==> src/rtl/event_encoder8.sv <==
// event_encoder8: collects up to eight event request lines into a pending
// register and drains them as 3-bit binary codes via a registered
// valid/ready output stage. Selection is lowest-index-first, or round-robin
// starting after the last granted code when ROUND_ROBIN=1.
module event_encoder8 #(
   parameter int ROUND_ROBIN = 0
) (
   input  logic       clk,
   input  logic       rst,
   input  logic       en,
   input  logic [7:0] req,
   output logic       out_valid,
   input  logic       out_ready,
   output logic [2:0] code,
   output logic [7:0] pending,
   output logic       overflow
);

   // Registered state.
   logic [7:0] r_pending;
   logic       r_valid;
   logic [2:0] r_code;
   logic       r_overflow;
   logic [2:0] r_ptr;

   // Combinational helpers.
   logic [7:0] w_req_en;
   logic [7:0] w_cand;
   logic       w_slot_free;
   logic       w_load;
   logic [2:0] w_start;
   logic [2:0] w_idx;
   logic [7:0] w_sel;
   logic [7:0] w_pending_nxt;
   logic       w_dup;

   // First set bit of cand, scanning upward from start and wrapping mod 8.
   // With start=0 this is plain lowest-index-first priority.
   function automatic logic [2:0] f_select(input logic [7:0] cand,
                                           input logic [2:0] start);
      logic [2:0] idx;
      logic [2:0] pick;
      logic       found;
      pick  = start;
      found = 1'b0;
      for (int k = 0; k < 8; k++) begin
         idx = start + 3'(k);
         if (!found && cand[idx]) begin
            pick  = idx;
            found = 1'b1;
         end
      end
      return pick;
   endfunction

   // Candidate set, grant decision and next pending value.
   always_comb begin
      w_req_en    = en ? req : 8'h00;
      // New requests bypass the pending register so they can be granted on
      // the same edge they arrive.
      w_cand      = r_pending | w_req_en;
      w_slot_free = !r_valid || out_ready;
      w_load      = w_slot_free && (w_cand != 8'h00);
      w_start     = (ROUND_ROBIN != 0) ? r_ptr : 3'd0;
      w_idx       = f_select(w_cand, w_start);
      w_sel       = w_load ? (8'd1 << w_idx) : 8'd0;
      // A granted pending bit is cleared but re-arms if requested again; a
      // bypassed request granted immediately is never stored.
      w_pending_nxt = (r_pending & ~w_sel) | (w_req_en & ~(w_sel & ~r_pending));
      // A request hitting a bit that is still pending (and not being granted
      // right now) is merged and flagged.
      w_dup       = |(w_req_en & r_pending & ~w_sel);
   end

   // Output stage, pending register and sticky overflow flag.
   always_ff @(posedge clk) begin
      if (rst) begin
         r_valid    <= 1'b0;
         r_code     <= 3'd0;
         r_pending  <= 8'h00;
         r_overflow <= 1'b0;
      end else begin
         if (w_slot_free) begin
            r_valid <= w_load;
            if (w_load) begin
               r_code <= w_idx;
            end
         end
         r_pending <= w_pending_nxt;
         if (w_dup) begin
            r_overflow <= 1'b1;
         end
      end
   end

   // Round-robin pointer: next search starts one past the last grant.
   always_ff @(posedge clk) begin
      if (rst) begin
         r_ptr <= 3'd0;
      end else if (w_load) begin
         r_ptr <= w_idx + 3'd1;
      end
   end

   assign out_valid = r_valid;
   assign code      = r_code;
   assign pending   = r_pending;
   assign overflow  = r_overflow;

endmodule
==> config.mk <==
export PLATFORM = sky130hd
export DESIGN_NAME = event_encoder8
export DESIGN_NICKNAME = d
export VERILOG_FILES = /design/src/rtl/event_encoder8.sv
export SDC_FILE = /design/constraint.sdc
export NUM_CORES = 1
export LEC_CHECK = 0
export CORE_ASPECT_RATIO = 0.9
export CORE_MARGIN = 2
export CORE_UTILIZATION = 45
export DETAILED_ROUTE_END_ITERATION = 6
export HOLD_SLACK_MARGIN = 0.03
export PLACE_DENSITY = 0.75
export SLEW_MARGIN = 10
export SYNTH_ARGS = -nofsm -noshare
export SYNTH_HDL_FRONTEND = slang
export SYNTH_SLANG_ARGS = --single-unit
==> constraint.sdc <==
create_clock -name clk -period 2 [get_ports clk]
set_input_delay 0.3 -clock clk [delete_from_list [all_inputs] [get_ports clk]]
set_output_delay 0.3 -clock clk [all_outputs]
set_load 0.005 [all_outputs]
# --- After elaboration in Yosys (flattened, before gate mapping) ---
# Cells that the tools add are included.
# W data, S select, Z words.
totals:
  ff_bits: 13
  in_bits: 12
  out_inout_bits: 13
classes:
  shifts: 1
  n_mux: 16
  n_bitwise: 10
  n_reduce_logical: 20
op_table:
  columns: ["op", "count"]
  rows:
  - ["$and A8 B8 Y8", 5]
  - ["$not A8 Y8", 3]
  - ["$mux W3", 6]
  - ["$mux W8", 2]
  - ["$or A8 B8 Y8", 2]
  - ["$logic_and A1 B1 Y1", 8]
  - ["$logic_not A1 Y1", 8]
  - ["$mux W1", 8]
  - ["$reduce_bool A8 Y1", 1]
  - ["$reduce_or A8 Y1", 1]
  - ["$shl A1 B3 Y8 const A", 1]
  - ["$reduce_and A2 Y1", 1]
  - ["$logic_or A1 B1 Y1", 1]

# --- Longest topological paths before layout ---
depth:
  depth_word: 30
  ltp_mapped: 7

# --- Worst setup path before layout ---
# Ideal clock, no wire load.
synth_timing:
  path_kind: "reg2reg"
  startpoint: "register r_pending[1], in the netlist pending[1]"
  endpoint: "register r_pending[5], in the netlist pending[5]"
  arrival_time_ps: 1423
  path_slack_ps: 466
  path_stages_with_launch: 7
  n_path_buf: 0
  synth_period_minus_slack_ps: 1534
  path_cell_list: "dfxtp_1 -> nor2_2 -> nand4_2 -> o2bb2ai_4 -> nand2_2 -> maj3_2 -> nor2b_4"
synth_via:
  elab_chain_len: 27
  elab_cells_between_ends: 37
  cone_classes: "shift: 1; mux: 14; bitwise: 7; reduce/logical: 15"
synth_lines:
  columns: ["element", "line", "source"]
  rows:
  - ["from (decl)", "20", "logic [7:0] r_pending;"]
  - ["from (signal assigned)", "89", "r_pending <= w_pending_nxt;"]
  - ["$or A8 B8 Y8 *", "61", "w_cand = r_pending | w_req_en;"]
  - ["$logic_and A1 B1 Y1", "48", "if (!found && cand[idx]) begin"]
  - ["$mux W1", "48", null]
  - ["$logic_not A1 Y1", "48", null]
  - ["$logic_and A1 B1 Y1", "48", null]
  - ["$mux W1", "48", null]
  - ["$logic_not A1 Y1", "48", null]
  - ["$logic_and A1 B1 Y1", "48", null]
  - ["[11 not listed]", null, null]
  - ["$logic_and A1 B1 Y1", "48", null]
  - ["$mux W3", "48", null]
  - ["$shl A1 B3 Y8", "66", "w_sel = w_load ? (8'd1 << w_idx) : 8'd0;"]
  - ["$mux W8 *", "66", null]
  - ["$and A8 B8 Y8", "69", "w_pending_nxt = (r_pending & ~w_sel) | (w_req_en & ~(w_sel & ~r_pending));"]
  - ["$not A8 Y8", "69", null]
  - ["$and A8 B8 Y8", "69", null]
  - ["$or A8 B8 Y8 *", "69", null]
# Every way passes the cells marked *; elsewhere a longest branch is shown, timed or not.
# A chain may end at the register's enable or synchronous reset.

# --- Worst setup path in the final report ---
layout_timing:
  startpoint: "input req[3]"
  endpoint: "register r_pending[5], in the netlist pending[5]"
layout_via:
  elab_chain_len: 22
  elab_cells_between_ends: 30
  cone_classes: "shift: 1; mux: 11; bitwise: 7; reduce/logical: 11"
layout_lines:
  columns: ["element", "line", "source"]
  rows:
  - ["from (decl)", "11", "input logic [7:0] req,"]
  - ["$mux W8 *", "58", "w_req_en = en ? req : 8'h00;"]
  - ["$or A8 B8 Y8 *", "61", null]
  - ["$logic_and A1 B1 Y1", "48", null]
  - ["$mux W1", "48", null]
  - ["$logic_not A1 Y1", "48", null]
  - ["$logic_and A1 B1 Y1", "48", null]
  - ["$mux W1", "48", null]
  - ["$logic_not A1 Y1", "48", null]
  - ["[6 not listed]", null, null]
  - ["$logic_and A1 B1 Y1", "48", null]
  - ["$mux W3", "48", null]
  - ["$shl A1 B3 Y8", "66", null]
  - ["$mux W8 *", "66", null]
  - ["$and A8 B8 Y8", "69", null]
  - ["$not A8 Y8", "69", null]
  - ["$and A8 B8 Y8", "69", null]
  - ["$or A8 B8 Y8 *", "69", null]
# Marks and branches as above.

==> results by group <==
Critical path
  • Buf/Inv on CP: 1
  • CP peak stage delay: 460 ps
  • Cell depth of the worst flop-to-flop path: 6
  • Slowest cell on crit path: clkdlybuf4s50_1
  • Family with the most delay on the worst path: compound AO/OA/AOI/OAI gates
  • Arrival time worst endpoint: 2030 ps
  • Crit Path Max Fanout: 8
  • Critical path, cell by cell: clkdlybuf4s50_1 -> o21ai_2 -> nand4_2 -> o2bb2ai_4 -> nand2_2 -> maj3_2 -> nor2b_4
  • R2r startpoint: pending[1]
  • Worst Setup SP: req[3]
  • Element type at the critical path end: register
  • Required time of the critical path: about 2200 ps
  • Critical Path Stages: 7
  • CP endpoint: pending[5]
  • Reg-to-Reg End: pending[5]
  • R2R setup slack: between 200 and 250 ps
  • WS Path Type: in2reg
  • Worst Setup Start Kind: input port

Clock network
  • H-tree levels: 1
  • Clock root cell: clkbuf_4
  • Clk sinks: 13
  • Setup bufs post-CTS: 0
  • CTS tree: built
  • Clk Latency, worst-skew pair: between 200 and 300 ps
  • Clock transition at the registers of the reported paths: around 90 ps
  • TritonCTS buffer count: 3
  • Max Root-Sink Buffers: 2

Floorplan
  • Initial Util: just under 50%
  • DIE AREA: around 0.0022 sq mm
  • Core area: approximately 0.0017 sq mm
  • Width of the die: between 40 and 50 um
  • Row count: 14
  • I/O pin cnt: 25
  • Die Ht: 44.73 um

STA
  • Setup Viol. Count Final: 0
  • Final hold vios: 0
  • RSZ-0062 raised after global routing: false
  • Rel. slew slack: between 50% and 60%
  • Hold slack: 501.1 ps
  • Crit path time final: 1860 ps
  • Worst Tran Pin Value: 617.3 ps
  • Setup Skew: approximately 4.5 ps
  • Fin. max-slew vios: 0
  • Final period util: 93.02%
  • Fmax achieved: 0.5375 GHz

Drt
  • Initial DRT Pass Iterations: 4
  • 1st-iter DRT viols: 32
  • Drt wl/cell: ~15 um
  • Total routed wirelength: 2476 um
  • Routed Antenna Nets: 0
  • Drt drc: 0
  • Vias: 945
  • Vias per Instance: ~5.6

Cells and area
  • Area Growth Syn to Fin: 54.45%
  • Share of cells above drive strength 1: between 30% and 40%
  • Commonest non-fill, non-tap cells in the layout: clkdlybuf4s50_1 (23), buf_4 (19), dfxtp_1 (13), nand2_1 (11), a21oi_1 (10)
  • ANT cells: 0
  • Most common cell after layout, fill and taps aside: clkdlybuf4s50_1
  • Seq. cell area: between 200 and 300 sq um
  • Area of the multi-input gates: about 570 sq um
  • Layout filler cell count: ~130
  • Net count, final: 159

Global route
  • Largest net degree at the start of global routing: 14
  • Remaining Overflow, GRT: 0
  • First-pass GRT wire length: 4112 um
  • Vias in the first global route: 914
  • GRT Total Usage: around 25%
  • Antenna violations before repair: 0

Hold path
  • Worst Hold Class: reg2reg

Power and ir drop
  • Static Leak: between 0.4 and 0.5 nW
  • Pwr/cell area: between 600 and 700 mW/mm^2
  • Total power: around 0.77 mW
  • Peak VDD IR: approximately 0.00044 V

Place
  • Dpl hpwl: about 1900 um
  • RD Place Congestion: approximately 0.86
  • IO Port Bufs: 24

Synthesis
  • Cell count after synthesis: about 100
  • Synth Register Bits: 13
  • Net Count, Synth: about 110
  • Distinct cell type count after synthesis: 38
  • Synth Flop Type: dfxtp_1
  • Synth Cell Area: 829.5 sq um
  • Mapped Avg Cell Area: slightly above 8 sq um
  • Asr flop ratio synth: 0%
  • Seq/Total Area, Yosys: between 30% and 40%
  • Number of flops mapped to enable cells by yosys: 0
  • Yosys warns: 0

Flow run
  • # Max-Cap Violations: 0

Outcome
  • Status: complete, no violations
-- cell families (layout without fill, tap and decap cells) --
kind of cell               count (synthesis)  in the layout  share of synthesized area, %
AOI/OAI and AO/OA                         37             37                         30.47
adders and majority gates                  3              3                         3.921
buffers and inverters                      4             49                         2.263
DFF                                       13             13                         31.37
and+or+nand+nor                           44             44                         31.98
-- routing by layer --
layer	track usage [%]	share of wire, %	up-vias
met1	32.50	46	439
met3	4.636	5.6	5
li1	-	-	465
met5	0	0	-
met2	41.89	47	36
met4	8.571	1.3	0
-- timing repair --
item / CTS / global route
endpoints found under the setup margin: 0 / 3
hold buffers: 0 / 0
gates resized for setup: 0 / 5
-- through the flow --
stage / std cells / setup WS, ps / cell area (sq um) / utilization [%] / setup TNS (ps)
after global routing: 170 / 62.48 / 1281 / 75.41 / 0
after floorplan: 101 / 465.8 / 829.5 / - / 0
after global placement: 166 / -166.5 / 1231 / 72.46 / -925.7
final: 170 / 139.7 / 1281 / 75.41 / 0
after CTS: 170 / 96.93 / 1257 / 74.01 / 0
after detailed placement: 166 / -201.2 / 1231 / 72.46 / -1243
-- cell type report --
class | count | area share (%)
Sequential cell | 13 | 20.31
Tap cell | 24 | 2.344
Multi-Input combinational cell | 84 | 44.63
Timing Repair Buffer | 43 | 30.08
Inverter | 2 | 0.5859
Clock buffer | 4 | 2.051
-- worst min path at each step --
stage	start	endpoint	slack, ps	cells past startpoint
6_report	code[1]	code[1]	500	2
3_3_place_gp	code[1]	code[1]	480	2
3_5_place_dp	code[1]	code[1]	490	2
4_1_cts	code[1]	code[1]	500	2
5_1_grt	code[1]	code[1]	520	2
2_1_floorplan	rst	pending[5]	360	1
-- flip-flops by register name (all words and copies together) (netlist names) --
signal,flops
code,3
pending,8
out_valid,1
overflow,1
-- worst min-delay path, delay by kind of cell (launching register included) --
family           cells  cell delay [ps]
DFF                  1              320
and+or+nand+nor      2              140
-- synth_stat cells (2+ instances only) --
| cell type | n | area, sq um |
|---|---|---|
| and2_2 | 2 | 15.01 |
| dfxtp_1 | 13 | 260.3 |
| nor2_2 | 3 | 18.77 |
| a211oi_1 | 2 | 15.01 |
| o21ai_0 | 6 | 30.03 |
| nor3_2 | 2 | 20.02 |
| nand2_1 | 11 | 41.29 |
| o211ai_1 | 2 | 15.01 |
| maj3_2 | 2 | 22.52 |
| and2_1 | 3 | 18.77 |
| a31oi_1 | 4 | 25.02 |
| nand3_1 | 2 | 10.01 |
| a21oi_1 | 10 | 50.05 |
| inv_1 | 2 | 7.510 |
| nor2_1 | 8 | 30.03 |
| o21ai_1 | 4 | 20.02 |
| nor3_1 | 4 | 20.02 |
-- report_power, final --
part           internal [mW]  total [mW]  switching [mW]  leakage [nW]
clock network         0.0776       0.174          0.0960        0.0150
registers              0.282       0.307          0.0249         0.107
logic                  0.153       0.289           0.135         0.365
No activity file was read; power rests on OpenSTA's default activity.
